<file path="src/rtl/serial_nibble_rx_pkg.sv">
// Shared constants for the serial nibble receiver: FSM encoding and synchronizer depth.
package serial_nibble_rx_pkg;

  localparam int SYNC_STAGES = 2;

  localparam logic [1:0] ST_IDLE   = 2'd0;
  localparam logic [1:0] ST_DATA   = 2'd1;
  localparam logic [1:0] ST_PARITY = 2'd2;
  localparam logic [1:0] ST_STOP   = 2'd3;

endpackage

</file>
<file path="src/rtl/serial_nibble_rx_sync_2ff.sv">
// Single-bit multi-flop synchronizer for asynchronous inputs; resets to 1 (idle line level).
module sync_2ff
  import serial_nibble_rx_pkg::*;
(
  input  logic clk,
  input  logic rst_n,
  input  logic d_i,
  output logic q_o
);

  logic [SYNC_STAGES-1:0] sync_q;

  always_ff @(posedge clk or negedge rst_n) begin
    if (!rst_n) begin
      sync_q <= '1;
    end else begin
      sync_q <= {sync_q[SYNC_STAGES-2:0], d_i};
    end
  end

  assign q_o = sync_q[SYNC_STAGES-1];

endmodule

</file>
<file path="src/rtl/serial_nibble_rx.sv">
// Framed serial receiver (start, DATA_W bits LSB first, optional parity, stop) feeding a
// falling-edge load register through registered d/load outputs.
module serial_nibble_rx
  import serial_nibble_rx_pkg::*;
#(
  parameter int DATA_W     = 4,
  parameter bit PARITY_EN  = 1'b1,
  parameter bit PARITY_ODD = 1'b0
) (
  input  logic              clk,
  input  logic              rst_n,
  input  logic              sample_en,
  input  logic              sin,
  output logic [DATA_W-1:0] d,
  output logic              load,
  output logic              busy,
  output logic              frame_err,
  output logic              parity_err
);

  localparam int CNT_W = $clog2(DATA_W + 1);

  logic              sin_s;
  logic [1:0]        state_q, state_d;
  logic [CNT_W-1:0]  cnt_q, cnt_d;
  logic [DATA_W-1:0] shift_q, shift_d;
  logic [DATA_W-1:0] d_q, d_d;
  logic              pfail_q, pfail_d;
  logic              load_q, load_d;
  logic              ferr_q, ferr_d;
  logic              perr_q, perr_d;

  sync_2ff u_sync (
    .clk   (clk),
    .rst_n (rst_n),
    .d_i   (sin),
    .q_o   (sin_s)
  );

  // Pulse outputs default low every cycle so they are exactly one clk wide.
  always_comb begin
    state_d = state_q;
    cnt_d   = cnt_q;
    shift_d = shift_q;
    d_d     = d_q;
    pfail_d = pfail_q;
    load_d  = 1'b0;
    ferr_d  = 1'b0;
    perr_d  = 1'b0;
    if (sample_en) begin
      case (state_q)
        ST_IDLE: begin
          if (!sin_s) begin
            state_d = ST_DATA;
            cnt_d   = '0;
            pfail_d = 1'b0;
          end
        end
        ST_DATA: begin
          shift_d = {sin_s, shift_q[DATA_W-1:1]};
          cnt_d   = cnt_q + 1'b1;
          if (cnt_q == CNT_W'(DATA_W - 1)) begin
            state_d = PARITY_EN ? ST_PARITY : ST_STOP;
          end
        end
        ST_PARITY: begin
          pfail_d = (^shift_q) ^ sin_s ^ PARITY_ODD;
          state_d = ST_STOP;
        end
        ST_STOP: begin
          // A bad stop bit outranks a parity failure.
          if (!sin_s) begin
            ferr_d = 1'b1;
          end else if (pfail_q) begin
            perr_d = 1'b1;
          end else begin
            d_d    = shift_q;
            load_d = 1'b1;
          end
          state_d = ST_IDLE;
        end
        default: state_d = ST_IDLE;
      endcase
    end
  end

  always_ff @(posedge clk or negedge rst_n) begin
    if (!rst_n) begin
      state_q <= ST_IDLE;
      cnt_q   <= '0;
      shift_q <= '0;
      d_q     <= '0;
      pfail_q <= 1'b0;
      load_q  <= 1'b0;
      ferr_q  <= 1'b0;
      perr_q  <= 1'b0;
    end else begin
      state_q <= state_d;
      cnt_q   <= cnt_d;
      shift_q <= shift_d;
      d_q     <= d_d;
      pfail_q <= pfail_d;
      load_q  <= load_d;
      ferr_q  <= ferr_d;
      perr_q  <= perr_d;
    end
  end

  assign d          = d_q;
  assign load       = load_q;
  assign frame_err  = ferr_q;
  assign parity_err = perr_q;
  assign busy       = (state_q != ST_IDLE);

endmodule

</file>
<file path="config.mk">
export PLATFORM = sky130hd
export DESIGN_NAME = serial_nibble_rx
export DESIGN_NICKNAME = d
export VERILOG_FILES = /design/src/rtl/serial_nibble_rx_pkg.sv /design/src/rtl/serial_nibble_rx_sync_2ff.sv /design/src/rtl/serial_nibble_rx.sv
export SDC_FILE = /design/constraint.sdc
export NUM_CORES = 1
export LEC_CHECK = 0
export BUFFER_PORTS_ARGS = -buffer_cell sky130_fd_sc_hd__buf_2
export CORE_ASPECT_RATIO = 0.9
export CORE_MARGIN = 8
export CORE_UTILIZATION = 40
export CTS_BUF_LIST = sky130_fd_sc_hd__clkbuf_4
export CTS_CLUSTER_SIZE = 16
export DETAILED_ROUTE_END_ITERATION = 16
export HOLD_SLACK_MARGIN = 0.06
export PLACE_DENSITY_LB_ADDON = 0.15
export SYNTH_ARGS = -nofsm -noshare
export SYNTH_HDL_FRONTEND = slang
export SYNTH_SLANG_ARGS = --single-unit
export TNS_END_PERCENT = 100
</file>
<file path="constraint.sdc">
create_clock -name clk -period 1.8 [get_ports clk]
set_input_delay 0.45 -clock clk [delete_from_list [all_inputs] [get_ports clk]]
set_output_delay 0.45 -clock clk [all_outputs]
set_load 0.01 [all_outputs]
</file>
After elaboration in Yosys (flattened, before gate mapping) --
Cells that the tools add are included.
Storage, ports and cells: register bits after elaboration 19, bits of input ports 4, output and inout port bits 8, word-level logic and storage cells 46
Cells by class: add/sub/neg operators 1, eq/ne operators 6, mux-type cells 18, bitwise operators 2, reductions and logical operators 10
Operator list (number):
- two-way mux 1 bit | 12
- AND reduction 3 bit | 3
- one-hot mux 2 bit (4 select lines) | 1
- one-hot mux 3 bit (2 select lines) | 1
- nonzero test 2 bit | 3
- == test 2 bit (second input constant) | 2
- two-way mux 2 bit | 2
- != test 2 bit (second input constant) | 2
- AND reduction 4 bit | 1
- parity 4 bit | 1
- adder 3 x 1 -> 3 bit (second input constant) | 1
- == test 3 x 2 -> 1 bit (second input constant) | 1
- two-way mux 3 bit | 1
- == test 2 x 1 -> 1 bit (second input constant) | 1
- logical NOT 2 bit | 1
- one-hot mux 1 bit (2 select lines) | 1
- AND reduction 2 bit | 1
- NOT 1 bit | 1
- bitwise XOR 1 bit | 1

Depth between registers and ports, before layout --
Gate-level depths: netlist of the first run.
depth in word-level cells 4, depth in mapped cells 5, gate-level depth less buffers 5

Modules after synthesis --
A second synthesis of the first run with hierarchy kept.
Unflattened totals: cells, all modules 62, area total of the unflattened synthesis 844.6 um2
By module, submodules not included:
- serial_nibble_rx | times used 1, cells each 60, area an instance 792.0 um2, seq. area each 425.4 um2
- sync_2ff | times used 1, cells each 2, area an instance 52.6 um2, seq. area each 52.6 um2

Worst setup path after synthesis of the first run --
No wires, ideal clock.
path kind reg2reg, start point register state_q[1], end point register state_q[1], library setup time 125 ps, arrival time 1337 ps, data required time 1675 ps, setup slack 338 ps, cell stages (with the launch flop) 6, buffers on the path 0, clock period less this slack 1462 ps, cells stage by stage dfrtp_1 -> inv_1 -> ha_1 -> inv_1 -> o21ai_0 -> mux2_2
Between the ends: word-level cells in the longest chain between the ends 3, elaborated cells on any way between the ends 8, those cells by class 5 x eq/ne; 1 x mux; 2 x reduce/logical
RTL lines:
- start, declared | RTL line serial_nibble_rx.sv:24 | logic [1:0] state_q, state_d;
- start signal, assigned | RTL line serial_nibble_rx.sv:98 | state_q <= state_d;
- == test 2 x 1 -> 1 bit / logical NOT 2 bit (equally long branches) | RTL line serial_nibble_rx.sv:51 | case (state_q)
- != test 2 bit (no line)
- AND reduction 3 bit (no line)
Parallel ways exist; a longest one is shown, timed or not. A chain may end at the register's enable or synchronous reset.

Worst setup path after layout of the first run --
start point register state_q[0], end point output port busy
Between the ends: word-level cells in the longest chain between the ends 1
RTL lines:
- nonzero test 2 bit | RTL line serial_nibble_rx.sv:113 | assign busy = (state_q != ST_IDLE);
- end, declared | RTL line serial_nibble_rx.sv:16 | output logic busy,
Every way passes these cells.

==> results of run 1 <==
-- timing repair --
item	in CTS	in global routing
hold endpoints to repair	0	0
resized for setup	0	1
endpoints found under the setup margin	0	1
-- critical path: stages, from the launching register on --
cell and delay [ps]:
dfrtp_1 420, inv_1 130, ha_2 220, inv_1 60, buf_2 130
-- power groups by stage --
stage	Clock, mW	Combinational [mW]	Sequential (mW)
5_1_grt	0.233	0.694	0.730
4_1_cts	0.218	0.624	0.702
6_report	0.203	0.612	0.700
3_5_place_dp	0	0.624	0.711
2_1_floorplan	0	0.442	0.712
3_3_place_gp	0	0.617	0.704
-- layout make-up --
class | count | area, um2
fillers | 193 | 991
clock inverters | 1 | 5.00
clock buffers | 3 | 22.5
repair buffers | 11 | 55.1
inverters | 7 | 26.3
multi-input cells | 36 | 343
well taps | 25 | 31.3
flip-flops and latches | 19 | 478
-- registers in the layout (all words and copies together), names as in the netlist --
signal / cells
frame_err: 1
cnt_q: 3
shift_q: 4
load: 1
pfail_q: 1
state_q: 2
d: 4
u_sync.sync_q: 2
parity_err: 1
-- Yosys cell counts --
master and count:
xnor2_1 1, o22ai_1 1, xor2_1 1, mux2_2 9
nand3_1 1, a21boi_0 1, and4_1 1, nand4b_1 1
a32o_1 1, a21boi_2 1, dfrtp_1 17, xnor3_1 1
nor2_1 2, o21ai_0 3, nand2_1 3, ha_1 7
dfstp_2 2, inv_1 7, mux2i_1 2
-- logic make-up (layout without fill, tap and decap cells) --
logic type                 Yosys count  in the layout  share of synthesized area
DFF                                 19             19                      0.566
muxes                               11             11                      0.144
and+or+nand+nor                      8              8                     0.0489
adders and majority gates            7              7                      0.104
AOI/OAI and AO/OA                    7              7                     0.0593
buffers and inverters                7             22                     0.0311
xor gates and xnor gates             3              3                     0.0474
-- per-layer routing --
layer | track usage | up-vias | routed length [um]
li1 | - | 243 | -
met1 | 0.0813 | 240 | 569
met2 | 0.116 | 9 | 615
met3 | 0.0491 | 2 | 100
met4 | 0.0280 | 0 | 9
met5 | 0 | - | 0
-- through the flow --
stage          area, um2  instances  setup slack (ps)  hold WS (ps)  power (mW)
4_1_cts              958        102              59.2          76.1        1.54
5_1_grt              961        102              10.6          86.5        1.66
3_5_place_dp         931         98               158           347        1.33
6_report             961        102               101          74.1        1.51
2_1_floorplan        845         62               338           154        1.15
3_3_place_gp         931         98               170           346        1.32
-- final timing paths --
| check | end | slack, ps | cells after the start |
|---|---|---|---|
| max | busy | 100 | 4 |
| min | cnt_q[2] | 70 | 1 |
| max reg2reg | state_q[1] | 140 | 5 |
| min reg2reg | u_sync.sync_q[1] | 360 | 0 |
| max in group asynchronous | u_sync.sync_q[0] | 1410 | 1 |
| min in group clk | u_sync.sync_q[0] | 240 | 1 |
==> run summary, run 1 <==
Slew HR: 0.728
setup bufs post-CTS: 0
Synth top area share: 0.504
Pwr per Cell Area: 1580 nW/um2
vias per cell: 4.84
# nets final: 89
commonest non-fill, non-tap cells in the layout: 17 x dfrtp_1, 11 x buf_2, 9 x mux2_2
Worst-path clk slew: 100 ps
critical path type: flop to output pin
initial antenna violation count: 0
Worst Path Required: 1350 ps
Crit. Startpoint: state_q[0]
first-pass GRT wire length: 2.17 mm
Placer Congestion: 0.672
Final TNS setup: 0 ps
commonest non-fill, non-tap cell in the layout: dfrtp_1
Cell Area, Synth: 845 um2
yosys warns: 0
CTS Buffer Depth: 2
n_diodes: 0
Rows: 15
Clock H-tree levels: 1
WL per Instance: 12.7 um
combinational power share: 0.404
# setup viols final: 0
final core occ: 0.492
Initial Utilization: 0.433
Tightest Hold Check Type: input port to asynchronous set/reset pin
Mapped Nets: 73
VDD IR max: 0.767 mV
Placeable Area: 1950 um2
TritonCTS Buffers: 3
outcome: finished, final reports clean
hold_buf cts: 0
Die ar.: 3840 um2
Synth Register Bits: 19
worst skew pair latency: 290 ps
synthesized instance count: 62
wirelength, routed: 1.29 mm
slew at the pin closest to its max-slew limit: 408 ps
Layout area overhead: 13.8%
number of remaining DRC errors: 0
sequential share of power: 0.462
clk root buf: clkbuf_4
number of routed nets with antenna violations: 0
critical-path maximum fanout: 4
fraction of layout cells with a size suffix above 1: 0.364
routed via count: 494
CP Capture Type: output pin
Max Freq: 589 MHz
max cap viols: 0
IO buf count: 11
Die Wd: 64.4 um
post-synth cell types: 19
num ports: 12
initial DRC count: 5
pin count of the biggest net entering global routing: 20
Internal Power: 996 uW
Mean Syn Cell Area: 13.6 um2
grt total ovfl: 0
Lkg Pwr: 0.485 nW
post-synth top area cell: dfrtp_1
Die Y: 59.6 um
Total Routing Usage GR: 0.0754
vias in the first global route: 483
main area contributors after synthesis: dfrtp_1 50%, mux2_2 12%, ha_1 10%, dfstp_2 6.2%, inv_1 3.1%
Reg2Reg Launch Point: state_q[1]
Hold Fails Final Rpt: 0
switching share of power: 0.342
fin crit period: 1700 ps
Final period util: 0.944
post-detail-place hpwl: 994 um
Worst setup SP type: flop
critical path arrival: 1250 ps
RSZ-0062 raised after global routing: no
P_sw: 518 uW
# clock sinks: 19
sequential share of the synthesized area: 0.566
Slew Limit Fails: 0
Worst Skew: 3.90 ps
CTS tree: yes
Clock power frac: 0.134
First-pass DRT Iterations: 3
Note: power is estimated with default switching activity, not from simulation.
==> inputs of run 2 (changes only) <==
- CORE_UTILIZATION: 40 -> 57
- CTS_BUF_LIST: sky130_fd_sc_hd__clkbuf_4 -> sky130_fd_sc_hd__clkbuf_8
==> run summary, run 2 (synthesis gave the netlist of run 1 again) <==
outcome: finished, final reports clean (unchanged)
Worst Path Required: 1350 ps (about the same)
switching share of power: 0.336 (was 0.342)
CP delay by family, top: flip-flops (unchanged)
post-detail-place hpwl: 980 um (was 994 um)
initial DRC count: 0 (was 5)
Layout area overhead: 14.2% (was 13.8%)
Worst path slowest cell: dfrtp_1 (unchanged)
worst skew pair latency: 250 ps (was 290 ps)
Lkg Pwr: 0.495 nW (was 0.485 nW)
critical-path maximum fanout: 4 (unchanged)
Clock H-tree levels: 1 (unchanged)
Initial Utilization: 0.597 (was 0.433)
Final period util: 0.921 (was 0.944)
Slew HR: 0.727 (was 0.728)
CTS Buffer Depth: 2 (unchanged)
Final TNS setup: 0 ps (unchanged)
met3 wire length: 74 um (was 100 um)
commonest non-fill, non-tap cell in the layout: dfrtp_1 (unchanged)
top layer reached by signal wires: met3 (was met4)
vias in the first global route: 489 (was 483)
critical path type: flop to output pin (unchanged)
Placer Congestion: 0.722 (was 0.672)
num ports: 12 (unchanged)
Max Freq: 603 MHz (was 589 MHz)
Reg2Reg Launch Point: state_q[1] (unchanged)
fraction of layout cells with a size suffix above 1: 0.351 (was 0.364)
Hold Fails Final Rpt: 0 (unchanged)
Crit. Startpoint: state_q[0] (unchanged)
pin count of the biggest net entering global routing: 20 (unchanged)
grt total ovfl: 0 (unchanged)
most numerous cell on the critical path: inv_1 (unchanged)
IO buf count: 11 (unchanged)
Met1 Wirelength: 635 um (was 569 um)
vias per cell: 5.25 (was 4.84)
Worst Skew: 5.37 ps (was 3.90 ps)
Worst-path clk slew: 70 ps (was 100 ps)
critical path depth in cells: 4 (unchanged)
Placeable Area: 1420 um2 (was 1950 um2)
Rows: 13 (was 15)
reg2reg end: state_q[1] (unchanged)
CP peak stage delay: 400 ps (was 420 ps)
Die Y: 52.5 um (was 59.6 um)
# setup viols final: 0 (unchanged)
Die Wd: 56.6 um (was 64.4 um)
fin crit period: 1660 ps (was 1700 ps)
worst reg2reg setup slack: 150 ps (was 140 ps)
initial antenna violation count: 0 (unchanged)
Worst setup endpoint: busy (unchanged)
slew at the pin closest to its max-slew limit: 405 ps (was 408 ps)
reg2reg path depth: 5 (unchanged)
Tightest Hold Check Type: input port to asynchronous set/reset pin (unchanged)
n_diodes: 0 (unchanged)
hold_buf cts: 0 (unchanged)
First-pass DRT Iterations: 1 (was 3)
critical-path cell list: inv_1, ha_1, inv_1, buf_2 (was inv_1, ha_2, inv_1, buf_2)
P_sw: 539 uW (was 518 uW)
VDD IR max: 1.08 mV (was 0.767 mV)
critical path arrival: 1210 ps (was 1250 ps)
Internal Power: 1.07 mW (was 996 uW)
Fillers: 110 (was 193)
Die ar.: 2970 um2 (was 3840 um2)
clk root buf: clkbuf_8 (was clkbuf_4)
# clock sinks: 19 (unchanged)
first-pass GRT wire length: 2.15 mm (was 2.17 mm)
max cap viols: 0 (unchanged)
routed via count: 483 (was 494)
CTS tree: yes (unchanged)
Worst setup SP type: flop (unchanged)
Slew Limit Fails: 0 (unchanged)
wirelength, routed: 1.29 mm (about the same)
TritonCTS Buffers: 3 (unchanged)
combinational power share: 0.384 (was 0.404)
met2 WL post-DR: 577 um (was 615 um)
commonest non-fill, non-tap cells in the layout: 17 x dfrtp_1, 11 x buf_2, 9 x mux2_2 (unchanged)
sequential share of power: 0.439 (was 0.462)
CP Capture Type: output pin (unchanged)
number of remaining DRC errors: 0 (unchanged)
WL per Instance: 14.0 um (was 12.7 um)
# nets final: 89 (unchanged)
Clock power frac: 0.177 (was 0.134)
number of routed nets with antenna violations: 0 (unchanged)
Total Routing Usage GR: 0.0889 (was 0.0754)
Pwr per Cell Area: 1660 nW/um2 (was 1580 nW/um2)
Pwr Total: 1.61 mW (was 1.51 mW)
CP bufs+invs: 3 (unchanged)
setup bufs post-CTS: 0 (unchanged)
RSZ-0062 raised after global routing: no (unchanged)
[run 2: power by group through the flow]
stage               clock, mW  combinational [mW]  sequential, mW
finish                  0.284               0.616           0.705
global route            0.314               0.683           0.728
CTS                     0.299               0.626           0.705
detailed placement          0               0.620           0.713
global placement            0               0.601           0.705
floorplan                   0               0.442           0.712
[run 2: worst min path at each step]
stage,to,slack (ps),cells past startpoint
2_1_floorplan,cnt_q[0],150,0
3_3_place_gp,u_sync.sync_q[1],350,0
3_5_place_dp,u_sync.sync_q[1],350,0
4_1_cts,pfail_q,130,1
5_1_grt,shift_q[3],160,1
6_report,pfail_q,120,1
[run 2: area by class of cell]
| type | count | area (um2) | area share |
|---|---|---|---|
| sequential | 19 | 478 | 0.495 |
| inverter | 7 | 26.3 | 0.0272 |
| clock inverter | 1 | 5.00 | 0.00519 |
| clock buffer | 3 | 41.3 | 0.0428 |
| timing repair buffer | 11 | 55.1 | 0.0571 |
| tap | 15 | 18.8 | 0.0195 |
| multi-input combinational | 36 | 340 | 0.353 |
[run 2: metal layers]
metal | global-route usage | up-vias
met5 | 0 | -
met4 | 0.0240 | 0
met3 | 0.0340 | 0
met2 | 0.142 | 12
met1 | 0.110 | 230
li1 | - | 241
[run 2: stage by stage]
stage / hold slack (ps) / setup slack (ps) / instance area (um2) / cells / util
finish: 118 / 143 / 965 / 92 / 0.682
global route: 156 / 41.9 / 965 / 92 / 0.682
CTS: 129 / 131 / 965 / 92 / 0.682
detailed placement: 349 / 184 / 918 / 88 / 0.649
global placement: 348 / 226 / 918 / 88 / 0.649
floorplan: 154 / 338 / 845 / 62 / -
[run 2: timing repair]
item,in CTS,in global routing
endpoints found under the setup margin,0,1
resized for setup,0,1
hold endpoints to repair,0,0
[run 2: worst register-to-register path: stages (launching register included)]
cell     delay, ps
dfrtp_1        410
inv_1          110
ha_1           210
inv_1           70
o21ai_0        360
mux2_2         380
==> inputs of run 3 (changes only) <==
- CELL_PAD_IN_SITES_DETAIL_PLACEMENT: default -> 1
- CELL_PAD_IN_SITES_GLOBAL_PLACEMENT: default -> 2
- CORE_UTILIZATION: 57 -> 40
- PLACE_DENSITY: default -> 0.9
- PLACE_DENSITY_LB_ADDON: 0.15 -> default
==> run summary, run 3 (synthesis gave the netlist of run 1 again) <==
outcome: finished, final reports clean (unchanged)
number of remaining DRC errors: 0 (unchanged)
final core occ: 0.501 (was 0.682)
Slew Limit Fails: 0 (unchanged)
Die ar.: 3840 um2 (was 2970 um2)
fin cells: 102 (was 92)
fin worst setup slack: 140 ps (was 143 ps)
post-detail-place hpwl: 1.07 mm (was 980 um)
Worst Skew: 1.19 ps (was 5.37 ps)
Tightest Hold Check Type: input port to asynchronous set/reset pin (unchanged)
wirelength, routed: 1.54 mm (was 1.29 mm)
Placeable Area: 1950 um2 (was 1420 um2)
n_diodes: 0 (unchanged)
commonest non-fill, non-tap cells in the layout: 17 x dfrtp_1, 11 x buf_2, 9 x mux2_2 (unchanged)
IO buf count: 11 (unchanged)
initial antenna violation count: 0 (unchanged)
Placer Congestion: 0.673 (was 0.722)
# nets final: 89 (unchanged)
Final period util: 0.922 (was 0.921)
vias in the first global route: 563 (was 489)
critical path type: flop to output pin (unchanged)
commonest non-fill, non-tap cell in the layout: dfrtp_1 (unchanged)
Slew HR: 0.721 (was 0.727)
first-pass GRT wire length: 2.71 mm (was 2.15 mm)
Worst path slowest cell: dfrtp_1 (unchanged)
CP peak stage delay: 410 ps (was 400 ps)
grt total ovfl: 0 (unchanged)
CTS Buffer Depth: 2 (unchanged)
Total Routing Usage GR: 0.0952 (was 0.0889)
CTS tree: yes (unchanged)
fraction of layout cells with a size suffix above 1: 0.351 (unchanged)
VDD IR max: 0.754 mV (was 1.08 mV)
Clock H-tree levels: 1 (unchanged)
Worst-path clk slew: 70 ps (about the same)
hold_buf cts: 0 (unchanged)
Die Wd: 64.4 um (was 56.6 um)
critical path arrival: 1210 ps (about the same)
Pwr per Cell Area: 1680 nW/um2 (was 1660 nW/um2)
Rows: 15 (was 13)
Fillers: 221 (was 110)
Final TNS setup: 0 ps (unchanged)
RSZ-0062 raised after global routing: no (unchanged)
# setup viols final: 0 (unchanged)
final instance area: 977 um2 (was 965 um2)
Layout area overhead: 15.7% (was 14.2%)
routed via count: 504 (was 483)
clk root buf: clkbuf_8 (unchanged)
vias per cell: 4.94 (was 5.25)
Hold Fails Final Rpt: 0 (unchanged)
number of routed nets with antenna violations: 0 (unchanged)
fin crit period: 1660 ps (about the same)
worst skew pair latency: 260 ps (was 250 ps)
Max Freq: 602 MHz (was 603 MHz)
Lkg Pwr: 0.495 nW (about the same)
WL per Instance: 15.1 um (was 14.0 um)
TritonCTS Buffers: 3 (unchanged)
WHS: 117 ps (was 118 ps)
most numerous cell on the critical path: inv_1 (unchanged)
Initial Utilization: 0.433 (was 0.597)
CP Capture Type: output pin (unchanged)
First-pass DRT Iterations: 2 (was 1)
slew at the pin closest to its max-slew limit: 419 ps (was 405 ps)
# clock sinks: 19 (unchanged)
dpl cell area: 931 um2 (was 918 um2)
max cap viols: 0 (unchanged)
Worst setup SP type: flop (unchanged)
placed insts: 98 (was 88)
Worst Path Required: 1350 ps (about the same)
initial DRC count: 1 (was 0)
critical-path maximum fanout: 4 (unchanged)
num ports: 12 (unchanged)
critical-path cell list: inv_1, ha_1, inv_1, buf_2 (unchanged)
pin count of the biggest net entering global routing: 20 (unchanged)
Pwr Total: 1.64 mW (was 1.61 mW)
Die Y: 59.6 um (was 52.5 um)
Setup WS pre-CTS: 149 ps (was 184 ps)
-- run 3: cell counts in the layout (fill, tap and decap cells not counted) --
No cell type changed its count.
-- run 3: worst paths after layout --
kind                                       start          endpoint  slack, ps  depth (start not counted)
min in group clk                             sin  u_sync.sync_q[0]        290                          1
worst max register to register        state_q[0]          cnt_q[2]        210                          5
worst min register to register  u_sync.sync_q[0]  u_sync.sync_q[1]        360                          0
max in group asynchronous                  rst_n  u_sync.sync_q[0]       1360                          1
worst max-delay path                  state_q[0]              busy        140                          4
worst min-delay path                       rst_n        state_q[1]        120                          1
-- run 3: worst max-delay path: cells and delay by family, from the launching register on --
family                   cells  cell delay (ps)
flip-flops                   1              410
buffers and inverters        3              330
adder cells (fa/ha/maj)      1              220
-- run 3: area by class of cell --
class | count | area [um2] | area share
Clock buffer | 3 | 41.3 | 0.0423
Clock inverter | 1 | 5.00 | 0.00512
Tap cell | 25 | 31.3 | 0.0320
Inverter | 7 | 26.3 | 0.0269
Sequential cell | 19 | 478 | 0.489
Timing Repair Buffer | 11 | 55.1 | 0.0563
Multi-Input combinational cell | 36 | 340 | 0.348
-- run 3: report_power, final --
group / internal, mW / switching (mW) / leakage [nW]
logic: 0.325 / 0.309 / 0.233
clock network: 0.154 / 0.140 / 0.0255
registers: 0.591 / 0.125 / 0.236
total: 1.07 / 0.573 / 0.495
-- run 3: what timing repair did --
action,4_1_cts,5_1_grt
endpoints found under the setup margin,0,1
resized for setup,0,1
setup buffers,0,0
-- run 3: metal layers --
layer,global-route usage,part of all wire,up-vias
met1,0.108,0.45,244
met4,0.0652,0.027,0
met2,0.147,0.48,9
met5,0,0,-
li1,-,-,246
met3,0.0340,0.044,5
